## config.mk

```make
export PLATFORM = sky130hd
export DESIGN_NAME = risc_id_stage
export DESIGN_NICKNAME = d
export VERILOG_FILES = /design/src/rtl/risc_id_stage.sv
export SDC_FILE = /design/constraint.sdc
export NUM_CORES = 1
export LEC_CHECK = 0
export ABC_AREA = 1
export BUFFER_PORTS_ARGS = -buffer_cell sky130_fd_sc_hd__buf_2
export CAP_MARGIN = 20
export CORE_MARGIN = 8
export CORE_UTILIZATION = 42
export DETAILED_ROUTE_END_ITERATION = 7
export GPL_TIMING_DRIVEN = 1
export PLACE_DENSITY = 0.78
export SYNTH_ARGS = -nofsm -noshare
export SYNTH_HDL_FRONTEND = slang
export SYNTH_SLANG_ARGS = --single-unit
```

## constraint.sdc

```tcl
create_clock -name clk -period 2.1 [get_ports clk]
set_input_delay 0.525 -clock clk [delete_from_list [all_inputs] [get_ports clk]]
set_output_delay 0.525 -clock clk [all_outputs]
set_load 0.02 [all_outputs]
```

## src/rtl/risc_id_stage.sv

```systemverilog
// risc_id_stage
// Pipelined RiSC-16 instruction decode stage. Decodes the 16-bit instruction,
// resolves both source operands through EX > MEM > WB forwarding, detects
// load-use hazards against the instruction held in ID/EX, and registers the
// decoded result into the ID/EX pipeline register.
//
// Ports:
//   clk, rst            clock (rising edge), synchronous active-high reset
//   in_valid/in_ready   fetch handshake; in_ready is combinational
//   instr, pc           instruction word and its PC
//   src1_addr/src2_addr register-file read addresses (combinational)
//   src1/src2           register-file read data
//   fwd_{ex,mem,wb}_*   forwarding sources (enable, destination, value)
//   ex_stall            EX cannot accept; ID/EX holds
//   flush               squash the instruction currently in ID
//   out_*               ID/EX register contents presented to EX
module risc_id_stage #(
    parameter int WORD_LEN     = 16,
    parameter int REG_ADDR_LEN = 3,
    parameter int PC_LEN       = 16
) (
    input  logic                    clk,
    input  logic                    rst,
    input  logic                    in_valid,
    output logic                    in_ready,
    input  logic [15:0]             instr,
    input  logic [PC_LEN-1:0]       pc,
    output logic [REG_ADDR_LEN-1:0] src1_addr,
    output logic [REG_ADDR_LEN-1:0] src2_addr,
    input  logic [WORD_LEN-1:0]     src1,
    input  logic [WORD_LEN-1:0]     src2,
    input  logic                    fwd_ex_en,
    input  logic                    fwd_mem_en,
    input  logic                    fwd_wb_en,
    input  logic [REG_ADDR_LEN-1:0] fwd_ex_addr,
    input  logic [REG_ADDR_LEN-1:0] fwd_mem_addr,
    input  logic [REG_ADDR_LEN-1:0] fwd_wb_addr,
    input  logic [WORD_LEN-1:0]     fwd_ex_data,
    input  logic [WORD_LEN-1:0]     fwd_mem_data,
    input  logic [WORD_LEN-1:0]     fwd_wb_data,
    input  logic                    ex_stall,
    input  logic                    flush,
    output logic                    out_valid,
    output logic [2:0]              out_op,
    output logic [REG_ADDR_LEN-1:0] out_tgt,
    output logic                    out_wr_en,
    output logic [WORD_LEN-1:0]     outa,
    output logic [WORD_LEN-1:0]     outb,
    output logic [WORD_LEN-1:0]     out_stdata,
    output logic [PC_LEN-1:0]       out_pc
);

    localparam logic [2:0] OP_ADD  = 3'b000;
    localparam logic [2:0] OP_ADDI = 3'b001;
    localparam logic [2:0] OP_NAND = 3'b010;
    localparam logic [2:0] OP_LUI  = 3'b011;
    localparam logic [2:0] OP_SW   = 3'b100;
    localparam logic [2:0] OP_LW   = 3'b101;
    localparam logic [2:0] OP_BEQ  = 3'b110;
    localparam logic [2:0] OP_JALR = 3'b111;

    localparam logic [REG_ADDR_LEN-1:0] REG_ZERO = {REG_ADDR_LEN{1'b0}};

    logic [2:0]              op_s;
    logic [REG_ADDR_LEN-1:0] rega_s, regb_s, regc_s;
    logic [WORD_LEN-1:0]     sig_imm_s, lui_imm_s;
    logic [WORD_LEN-1:0]     r1_s, r2_s;
    logic [WORD_LEN-1:0]     outa_s, outb_s, stdata_s;
    logic                    wr_en_s;
    logic                    hazard_s;
    logic                    uses_c_s;

    logic                    out_valid_r;
    logic [2:0]              out_op_r;
    logic [REG_ADDR_LEN-1:0] out_tgt_r;
    logic                    out_wr_en_r;
    logic [WORD_LEN-1:0]     outa_r, outb_r, out_stdata_r;
    logic [PC_LEN-1:0]       out_pc_r;

    // Forwarding resolution: r0 is hard zero, then youngest producer wins.
    function automatic logic [WORD_LEN-1:0] resolve(
        input logic [REG_ADDR_LEN-1:0] addr,
        input logic [WORD_LEN-1:0]     rf_data
    );
        logic [WORD_LEN-1:0] val;
        if (addr == REG_ZERO) begin
            val = {WORD_LEN{1'b0}};
        end else if (fwd_ex_en && (fwd_ex_addr == addr)) begin
            val = fwd_ex_data;
        end else if (fwd_mem_en && (fwd_mem_addr == addr)) begin
            val = fwd_mem_data;
        end else if (fwd_wb_en && (fwd_wb_addr == addr)) begin
            val = fwd_wb_data;
        end else begin
            val = rf_data;
        end
        return val;
    endfunction

    assign op_s      = instr[15:13];
    assign rega_s    = instr[10 +: REG_ADDR_LEN];
    assign regb_s    = instr[7 +: REG_ADDR_LEN];
    assign regc_s    = instr[0 +: REG_ADDR_LEN];
    assign sig_imm_s = {{(WORD_LEN-7){instr[6]}}, instr[6:0]};
    assign lui_imm_s = {instr[9:0], {(WORD_LEN-10){1'b0}}};
    assign uses_c_s  = (op_s == OP_ADD) || (op_s == OP_NAND);

    assign src1_addr = regb_s;
    assign src2_addr = uses_c_s ? regc_s : rega_s;

    // Operand resolution and decode of the EX-facing fields.
    always_comb begin
        r1_s     = resolve(src1_addr, src1);
        r2_s     = resolve(src2_addr, src2);
        outa_s   = (op_s == OP_LUI) ? lui_imm_s : r1_s;
        outb_s   = {WORD_LEN{1'b0}};
        wr_en_s  = 1'b0;
        stdata_s = (src2_addr == rega_s) ? r2_s : {WORD_LEN{1'b0}};
        case (op_s)
            OP_ADD, OP_NAND: begin
                outb_s  = r2_s;
                wr_en_s = 1'b1;
            end
            OP_BEQ: begin
                outb_s  = r2_s;
                wr_en_s = 1'b0;
            end
            OP_ADDI, OP_LW: begin
                outb_s  = sig_imm_s;
                wr_en_s = 1'b1;
            end
            OP_SW: begin
                outb_s  = sig_imm_s;
                wr_en_s = 1'b0;
            end
            OP_LUI, OP_JALR: begin
                outb_s  = {WORD_LEN{1'b0}};
                wr_en_s = 1'b1;
            end
            default: begin
                outb_s  = {WORD_LEN{1'b0}};
                wr_en_s = 1'b0;
            end
        endcase
        if (rega_s == REG_ZERO) begin
            wr_en_s = 1'b0;
        end else begin
            wr_en_s = wr_en_s;
        end
    end

    // Load-use hazard: the LW in ID/EX cannot forward its data until MEM.
    always_comb begin
        hazard_s = 1'b0;
        if (out_valid_r && (out_op_r == OP_LW) && (out_tgt_r != REG_ZERO) && in_valid) begin
            if ((op_s != OP_LUI) && (out_tgt_r == regb_s)) begin
                hazard_s = 1'b1;
            end else if (uses_c_s && (out_tgt_r == regc_s)) begin
                hazard_s = 1'b1;
            end else if (((op_s == OP_SW) || (op_s == OP_BEQ)) && (out_tgt_r == rega_s)) begin
                hazard_s = 1'b1;
            end else begin
                hazard_s = 1'b0;
            end
        end else begin
            hazard_s = 1'b0;
        end
    end

    assign in_ready = !ex_stall && !hazard_s && !flush;

    // ID/EX pipeline register: reset > stall hold > flush > bubble > load.
    always_ff @(posedge clk) begin
        if (rst) begin
            out_valid_r  <= 1'b0;
            out_op_r     <= 3'b000;
            out_tgt_r    <= REG_ZERO;
            out_wr_en_r  <= 1'b0;
            outa_r       <= {WORD_LEN{1'b0}};
            outb_r       <= {WORD_LEN{1'b0}};
            out_stdata_r <= {WORD_LEN{1'b0}};
            out_pc_r     <= {PC_LEN{1'b0}};
        end else if (ex_stall) begin
            out_valid_r  <= out_valid_r;
            out_wr_en_r  <= out_wr_en_r;
        end else if (flush || hazard_s || !in_valid) begin
            out_valid_r  <= 1'b0;
            out_wr_en_r  <= 1'b0;
        end else begin
            out_valid_r  <= 1'b1;
            out_op_r     <= op_s;
            out_tgt_r    <= rega_s;
            out_wr_en_r  <= wr_en_s;
            outa_r       <= outa_s;
            outb_r       <= outb_s;
            out_stdata_r <= stdata_s;
            out_pc_r     <= pc;
        end
    end

    assign out_valid  = out_valid_r;
    assign out_op     = out_op_r;
    assign out_tgt    = out_tgt_r;
    assign out_wr_en  = out_wr_en_r;
    assign outa       = outa_r;
    assign outb       = outb_r;
    assign out_stdata = out_stdata_r;
    assign out_pc     = out_pc_r;

endmodule

```

# Word-level counts from Yosys, hierarchy flattened
# Cells that the tools add are included.
# classes
n_eq_ne,19
n_mux,20
n_bitwise,2
reduce_logical,33
# op_table
cell,count
two-way mux 16 bit,10
case mux 16 bit (3 select lines),1
equality test 3 bit,10
"equality test 3 bit, second input constant",5
logical AND 1 bit,14
logical NOT 3 bit,4
two-way mux 1 bit,7
"equality test 3 x 2 -> 1 bit, second input constant",2
OR reduction 3 bit,2
OR reduction 6 bit,1
logical NOT 1 bit,4
logical OR 1 bit,4
OR reduction 2 bit,2
"equality test 3 x 1 -> 1 bit, second input constant",1
two-way mux 3 bit,1
"inequality test 3 x 2 -> 1 bit, second input constant",1
nonzero test 3 bit,1
NOT 1 bit,2
case mux 1 bit (2 select lines),1
AND reduction 2 bit,1
# word_totals
reg_bits,72
input_bits,129
output_inout_bits,79
elab_cells,82

# Depth between registers and ports, before layout
# Gate-level depths: netlist of the first run.
# logic_depth
word_depth,11
ltp_mapped,14
ltp_nobuf,13

# Worst setup path before layout of the first run
# OpenSTA, ideal clock, no wires.
# synth_path
path_kind,input-to-output
from,input instr[8]
to,output in_ready
arrival_time_ns,1.403
required_time_ns,1.575
setup_slack_ns,0.172
cell_stages,7
n_path_buf,0
path_cell_list,inv_1 nand2_1 nand2_1 nor2_1 nand2_1 nand3_1 a21boi_0
# synth_via
elab_chain_cells,7
# synth_lines
element,line_no,text
start: declaration,26,"input logic [15:0] instr,"
equality test 3 bit,156,if ((op_s != OP_LUI) && (out_tgt_r == regb_s)) begin
logical AND 1 bit,156,
two-way mux 1 bit,156,
two-way mux 1 bit,155,if (out_valid_r && (out_op_r == OP_LW) && (out_tgt_r != REG_ZERO) && in_valid) begin
logical NOT 1 bit,170,assign in_ready = !ex_stall && !hazard_s && !flush;
logical AND 1 bit (2 in a row),170,
end: declaration,25,"output logic in_ready,"
# No other way between the ends.

# Final worst setup path of the first run
# layout_path
from,input instr[13]
to,output in_ready
# layout_via
elab_chain_cells,10
word_cells_on_any_way,17
classes_between,eq/ne (4); mux (4); reduce/logical (9)
# layout_lines
element,line_no,text
equality test 3 bit,160,end else if (((op_s == OP_SW) || (op_s == OP_BEQ)) && (out_tgt_r == rega_s)) begin
logical OR 1 bit,160,
logical AND 1 bit,160,
two-way mux 1 bit,160,
two-way mux 1 bit,158,end else if (uses_c_s && (out_tgt_r == regc_s)) begin
two-way mux 1 bit (*),156,
two-way mux 1 bit (*),155,
logical NOT 1 bit (*),170,
logical AND 1 bit (*) (2 in a row),170,
# Mark *: on every way between the ends. The rest lies on a longest branch, timed or not.

==> flow_summary.ini, run 1 <==
[power]
p_leak_uw = 0.00376
vdd_drop_max_uv = 532
pwr-share-comb = 0.263
p_int_uw = 2880
p_sw_frac = 0.314
power_frac_seq = 0.346
clockPowerShare = 0.391
power.density_nw_per_um2 = 619
p_sw_uw = 1320
total_power_uw = 4190

[finish]
regArea_um2 = 1450
drive_gt1_frac = 0.301
antennaDiodeCount = 0
fin_cells = 1216
utilization = 0.596
nets = 1197
multi_input_area_um2 = 2750
n_fill_cell = 1154
area_delta_synth_final_pct = 38.7

[floorplan]
die_h_um = 124
dieWidth_um = 124
start_util = 0.430
core-area_um2 = 11400
io_pins = 208
num_rows = 39
dieArea_um2 = 15300

[clock_network]
clk_latency_ns = 0.33
clkTransAtPathRegs_ns = 0.06
numCtsBuffers = 9
htreeDepth = 3
clockRootBuffer = clkbuf_16
cts_tree = done
cts.sinks = 72
hold_buffers = 0
clock_path_buffers = 2

[status]
status = finished clean

[critical_path]
crit_path_end_kind = output pin
start_kind = input port
worstPathRequired_ns = 1.57
path_class = in2out
arrival_ns = 1.47
path_max_fanout = 8

[sta]
period_minus_slack_ns = 2.00
setup_viol = 0
layout_setup_ws_ns = 0.104
relSlewSlack = 0.639
slew_viol_final = 0
hold_violations = 0
timing.final.crit_share = 0.950
rsz0062_at_grt = false
hold_slack_ns = 0.432
clock.fmax_ghz = 0.501
max_slew.worst_pin.slew_ns = 0.539
clock_skew_ns = 0.00341

[yosys]
synthesis.nets = 964
synthSimpleGateAreaFrac = 0.403
synthArstFlopShare = 0
synth_edf_count = 0
synth-xor-area-share = 0.00358
synth_ff_type = dfxtp_1
ys_warn_count = 0
synth_cell_types = 28
synth_seq_area_share = 0.295
synth-seq-cells = 72
synth_largest_area_cell = dfxtp_1
synth_compound_area_frac = 0.156
synth_top_family_by_area = simple AND/OR/NAND/NOR gates
synth.mux.area_fraction = 0
synth.cell_area_um2 = 4890
synth_area_leaders = dfxtp_1 29%, nand2_1 18%, nand3_1 16%, a21oi_1 9.5%, inv_1 9.1%
yosysTopAreaCellShare = 0.295
synthAdderAreaFrac = 0
syn_area_per_cell_um2 = 5.85
synth_cells = 835

[place]
place_inst = 1197
io_buffer_count = 207
dp_hpwl_um = 15400
routabilityCongestion = 0.989
place_ws_ns = -0.159

[grt]
grt_first_pass_wirelength_um = 30300
grt_max_degree = 42
track_usage = 0.251
overflow = 0
grt_antenna_before_repair = 0
grt_pass1_vias = 6256

[routing]
ant_nets = 0
drt-total-wl_um = 19400
drc_errors = 0
drtIter0Drc = 604
avgRoutedWirePerCell_um = 16.0
dr_total_vias = 6379
via_per_inst = 5.25
dr.pass1.iters = 5

[min_path]
hp-class = in2reg

[run]
maxCapViolations = 0
-- worst max-delay path, cell delays in order --
cell and delay (ns):
buf_2 0.14, nor2_4 0.22, nand2_1 0.08, nor2_1 0.10
nand2_1 0.05, nand3_1 0.10, a21boi_1 0.08, buf_4 0.17
-- placed cells by master (no fill, tap or decap) --
| master | n |
|---|---|
| nand2_1 | 240 |
| or2_2 | 6 |
| bufinv_16 | 2 |
| a21boi_1 | 1 |
| buf_12 | 10 |
| buf_4 | 48 |
| a21oi_2 | 2 |
| nand2_4 | 2 |
| dfxtp_1 | 69 |
| nor2_1 | 15 |
| xnor2_1 | 2 |
| clkinv_1 | 1 |
| inv_2 | 12 |
| nand3_2 | 1 |
| o21ai_1 | 11 |
| nor2_2 | 1 |
| nor4_1 | 1 |
| dfxtp_2 | 2 |
| nor3_1 | 1 |
| inv_1 | 118 |
| buf_2 | 206 |
| o22ai_1 | 3 |
| nand2_2 | 8 |
| o21ai_0 | 36 |
| dfxtp_4 | 1 |
| nor2_4 | 7 |
| clkbuf_16 | 9 |
| clkinvlp_4 | 3 |
| clkinv_2 | 1 |
| clkinv_4 | 1 |
| nand3_1 | 159 |
| a21oi_4 | 1 |
| a21oi_1 | 93 |
-- synth_stat cells (5+ instances only) --
cell	instances
clkbuf_1	17
nand2_2	8
buf_2	18
nand3_1	159
nor2_1	15
o21ai_1	11
nand2_1	240
dfxtp_1	72
a21oi_1	93
nor2_4	7
o21ai_0	36
or2_2	6
inv_1	119
buf_4	5
inv_2	11
-- stage by stage --
stage                     cell area (um2)  setup TNS [ns]
final                                6780               0
after global routing                 6780               0
after CTS                            6750               0
after detailed placement             6430           -3.63
after global placement               6430           -2.20
after floorplan                      4890               0
-- cell type report --
type / instances / area share
flip-flops and latches: 72 / 0.214
repair buffers: 264 / 0.235
multi-input cells: 590 / 0.405
well taps: 143 / 0.0264
clock buffers: 9 / 0.0332
inverters: 131 / 0.0725
clock inverters: 7 / 0.0142
-- path summary, 6_finish.rpt --
| check | cells past startpoint | end | slack [ns] | start |
|---|---|---|---|---|
| hold / removal | 3 | out_pc[13] | 0.43 | pc[13] |
| setup reg to reg | 13 | outb[10] | 0.27 | out_tgt[2] |
| hold reg to reg | 2 | out_pc[0] | 0.46 | out_pc[0] |
| setup / recovery | 8 | in_ready | 0.10 | instr[13] |
-- power by group through the flow --
stage | Clock [uW] | Sequential (uW) | Combinational, uW
after floorplan | 0 | 1540 | 546
after global placement | 0 | 1480 | 1070
after detailed placement | 0 | 1480 | 1080
after CTS | 1670 | 1450 | 1090
after global routing | 1730 | 1460 | 1210
final | 1640 | 1450 | 1100
-- cells by family (layout without fill, tap and decap cells) --
logic type | Yosys count | after routing
DFF | 72 | 72
buffers and inverters | 173 | 411
xor gates and xnor gates | 2 | 2
and+or+nand+nor | 441 | 441
AOI/OAI and AO/OA | 147 | 147
-- state kept, by name, indices dropped and copies added (netlist names) --
name / cells
out_pc: 16
outb: 16
outa: 16
out_op: 3
out_valid: 1
out_tgt: 3
out_wr_en: 1
out_stdata: 16
-- timing repair --
action / in CTS / in global routing
gates resized for setup: 0 / 7
endpoints found under the setup margin: 0 / 8
buffers inserted: 0 / 3
endpoints found under the hold margin: 0 / 0
-- layer usage --
| metal | up-vias | share of wire | global-route usage |
|---|---|---|---|
| li1 | 3128 | - | - |
| met1 | 2874 | 0.39 | 0.295 |
| met2 | 334 | 0.47 | 0.427 |
| met3 | 43 | 0.11 | 0.0716 |
| met4 | 0 | 0.029 | 0.0888 |
| met5 | - | 0 | 0 |
No activity file was read; power rests on OpenSTA's default activity.
==> run 2: changes to the inputs <==
- MAX_ROUTING_LAYER: not set -> met4
==> run 2 against run 1 <==
Compared with the run above:
- clock skew is 0.0014 ns higher
- global-route usage is 0.92 points higher
- clock-buffer cell count stayed put
- first-iteration DRC count is 4.1% lower
- cell count is 0.16% lower
- sequential share of layout area is 0.059 points lower
- die area stayed put
- via count hardly changed
- power is 3.8% higher
- combinational power hardly changed
- clock power is 9% higher
- critical path type unchanged
- largest power group unchanged
==> flow_summary.ini, run 2 (synthesis gave the netlist of run 1 again) <==
[sta]
setup_viol = 0
max_slew.worst_pin.slew_ns = 0.544
hold_violations = 0
layout_setup_ws_ns = 0.101
setup_tns_ns = 0
rsz0062_at_grt = false
timing.final.crit_share = 0.952
clock.fmax_ghz = 0.500
relSlewSlack = 0.636
clock_skew_ns = 0.00479
slew_viol_final = 0
period_minus_slack_ns = 2.00

[floorplan]
die_h_um = 124
start_util = 0.430
num_rows = 39
core-area_um2 = 11400
dieWidth_um = 124
dieArea_um2 = 15300
io_pins = 208

[critical_path]
path_max_fanout = 3
slowest_delay_ns = 0.15
critical_path_buf_inv_count = 3
critPathSlowestCell = nor2_1
r2r-start = out_tgt[2]
path_class = in2out
crit_path_end_kind = output pin
worstPathRequired_ns = 1.57
crit_path_start = instr[15]
critical-path-top-delay-family = buffers and inverters
arrival_ns = 1.47
cp_cell_sequence = buf_2 > buf_4 > nor2_1 > nor2_1 > nand2_1 > nand3_1 > a21boi_2 > buf_4
start_kind = input port
ff2ff_setup_slack_ns = 0.24

[routing]
drtIter0Drc = 579
ant_nets = 0
dr.pass1.iters = 6
drt-total-wl_um = 20000
dr_total_vias = 6373
via_per_inst = 5.25
drc_errors = 0
avgRoutedWirePerCell_um = 16.4

[grt]
track_usage = 0.260
grt_pass1_vias = 5927
grt_max_degree = 42
grt_first_pass_wirelength_um = 30100
overflow = 0
grt_antenna_before_repair = 0

[finish]
antennaDiodeCount = 0
utilization = 0.598
final_common_cell = nand2_1
stdcell_area_um2 = 6800
drive_gt1_frac = 0.302
final_cell_mix = 240 x nand2_1, 206 x buf_2, 159 x nand3_1
n_fill_cell = 1181
nets = 1195
area_delta_synth_final_pct = 39.1

[min_path]
min_from = pc[9]
hp-class = in2reg

[place]
place_ws_ns = -0.154
placed_area_um2 = 6430
dp_hpwl_um = 15800
routabilityCongestion = 1.04
io_buffer_count = 207

[clock_network]
clkTransAtPathRegs_ns = 0.06
cts_tree = done
clockRootBuffer = clkbuf_16
clk_latency_ns = 0.34
htreeDepth = 3
clock_path_buffers = 2
cts.sinks = 72
numCtsBuffers = 9

[status]
status = finished clean

[power]
pwr-share-comb = 0.254
p_sw_frac = 0.310
clockPowerShare = 0.412
vdd_drop_max_uv = 591
power.density_nw_per_um2 = 640
p_sw_uw = 1350
p_leak_uw = 0.00377
total_power_uw = 4350
power_frac_seq = 0.334
p_int_uw = 3000

[run]
maxCapViolations = 0
## run 2: cell type report
class	instances	area (um2)	share of cell area
tap	143	179	0.0263
inverter	131	492	0.0723
multi-input combinational	590	2760	0.406
clock buffer	9	225	0.0331
timing repair buffer	262	1580	0.232
sequential	72	1450	0.213
clock inverter	7	120	0.0177
## run 2: worst min-delay path, stage by stage
cell	delay (ns)
buf_2	0.09
nand2_1	0.05
a21oi_1	0.05
## run 2: path summary, 6_finish.rpt
check / to / cells after the start
min: out_pc[9] / 3
max reg2reg: out_op[2] / 13
max: in_ready / 8
min reg2reg: out_wr_en / 2
## run 2: what timing repair did
item	in CTS	in global routing
hold buffers	0	0
endpoints found under the setup margin	0	3
gates resized for setup	0	9
buffers inserted	0	0
## run 2: routing by layer
layer / GRT usage / vias to the layer above / part of all wire / routed length [um]
met5: - / - / 0 / 0
met4: 0.0873 / 0 / 0.029 / 574
met3: 0.0603 / 44 / 0.097 / 1940
met2: 0.427 / 344 / 0.47 / 9400
met1: 0.307 / 2861 / 0.40 / 8040
li1: - / 3124 / - / -
## run 2: metrics by stage
stage,hold WS [ns],std cells
floorplan,0.533,835
global placement,0.441,1198
detailed placement,0.447,1198
CTS,0.416,1214
global route,0.425,1214
finish,0.423,1214
## run 2: power by group through the flow
stage	Combinational [uW]	Sequential [uW]	Clock, uW
2_1_floorplan	546	1540	0
3_3_place_gp	1080	1480	0
3_5_place_dp	1090	1480	0
4_1_cts	1090	1450	1810
5_1_grt	1210	1460	1870
6_report	1110	1450	1790
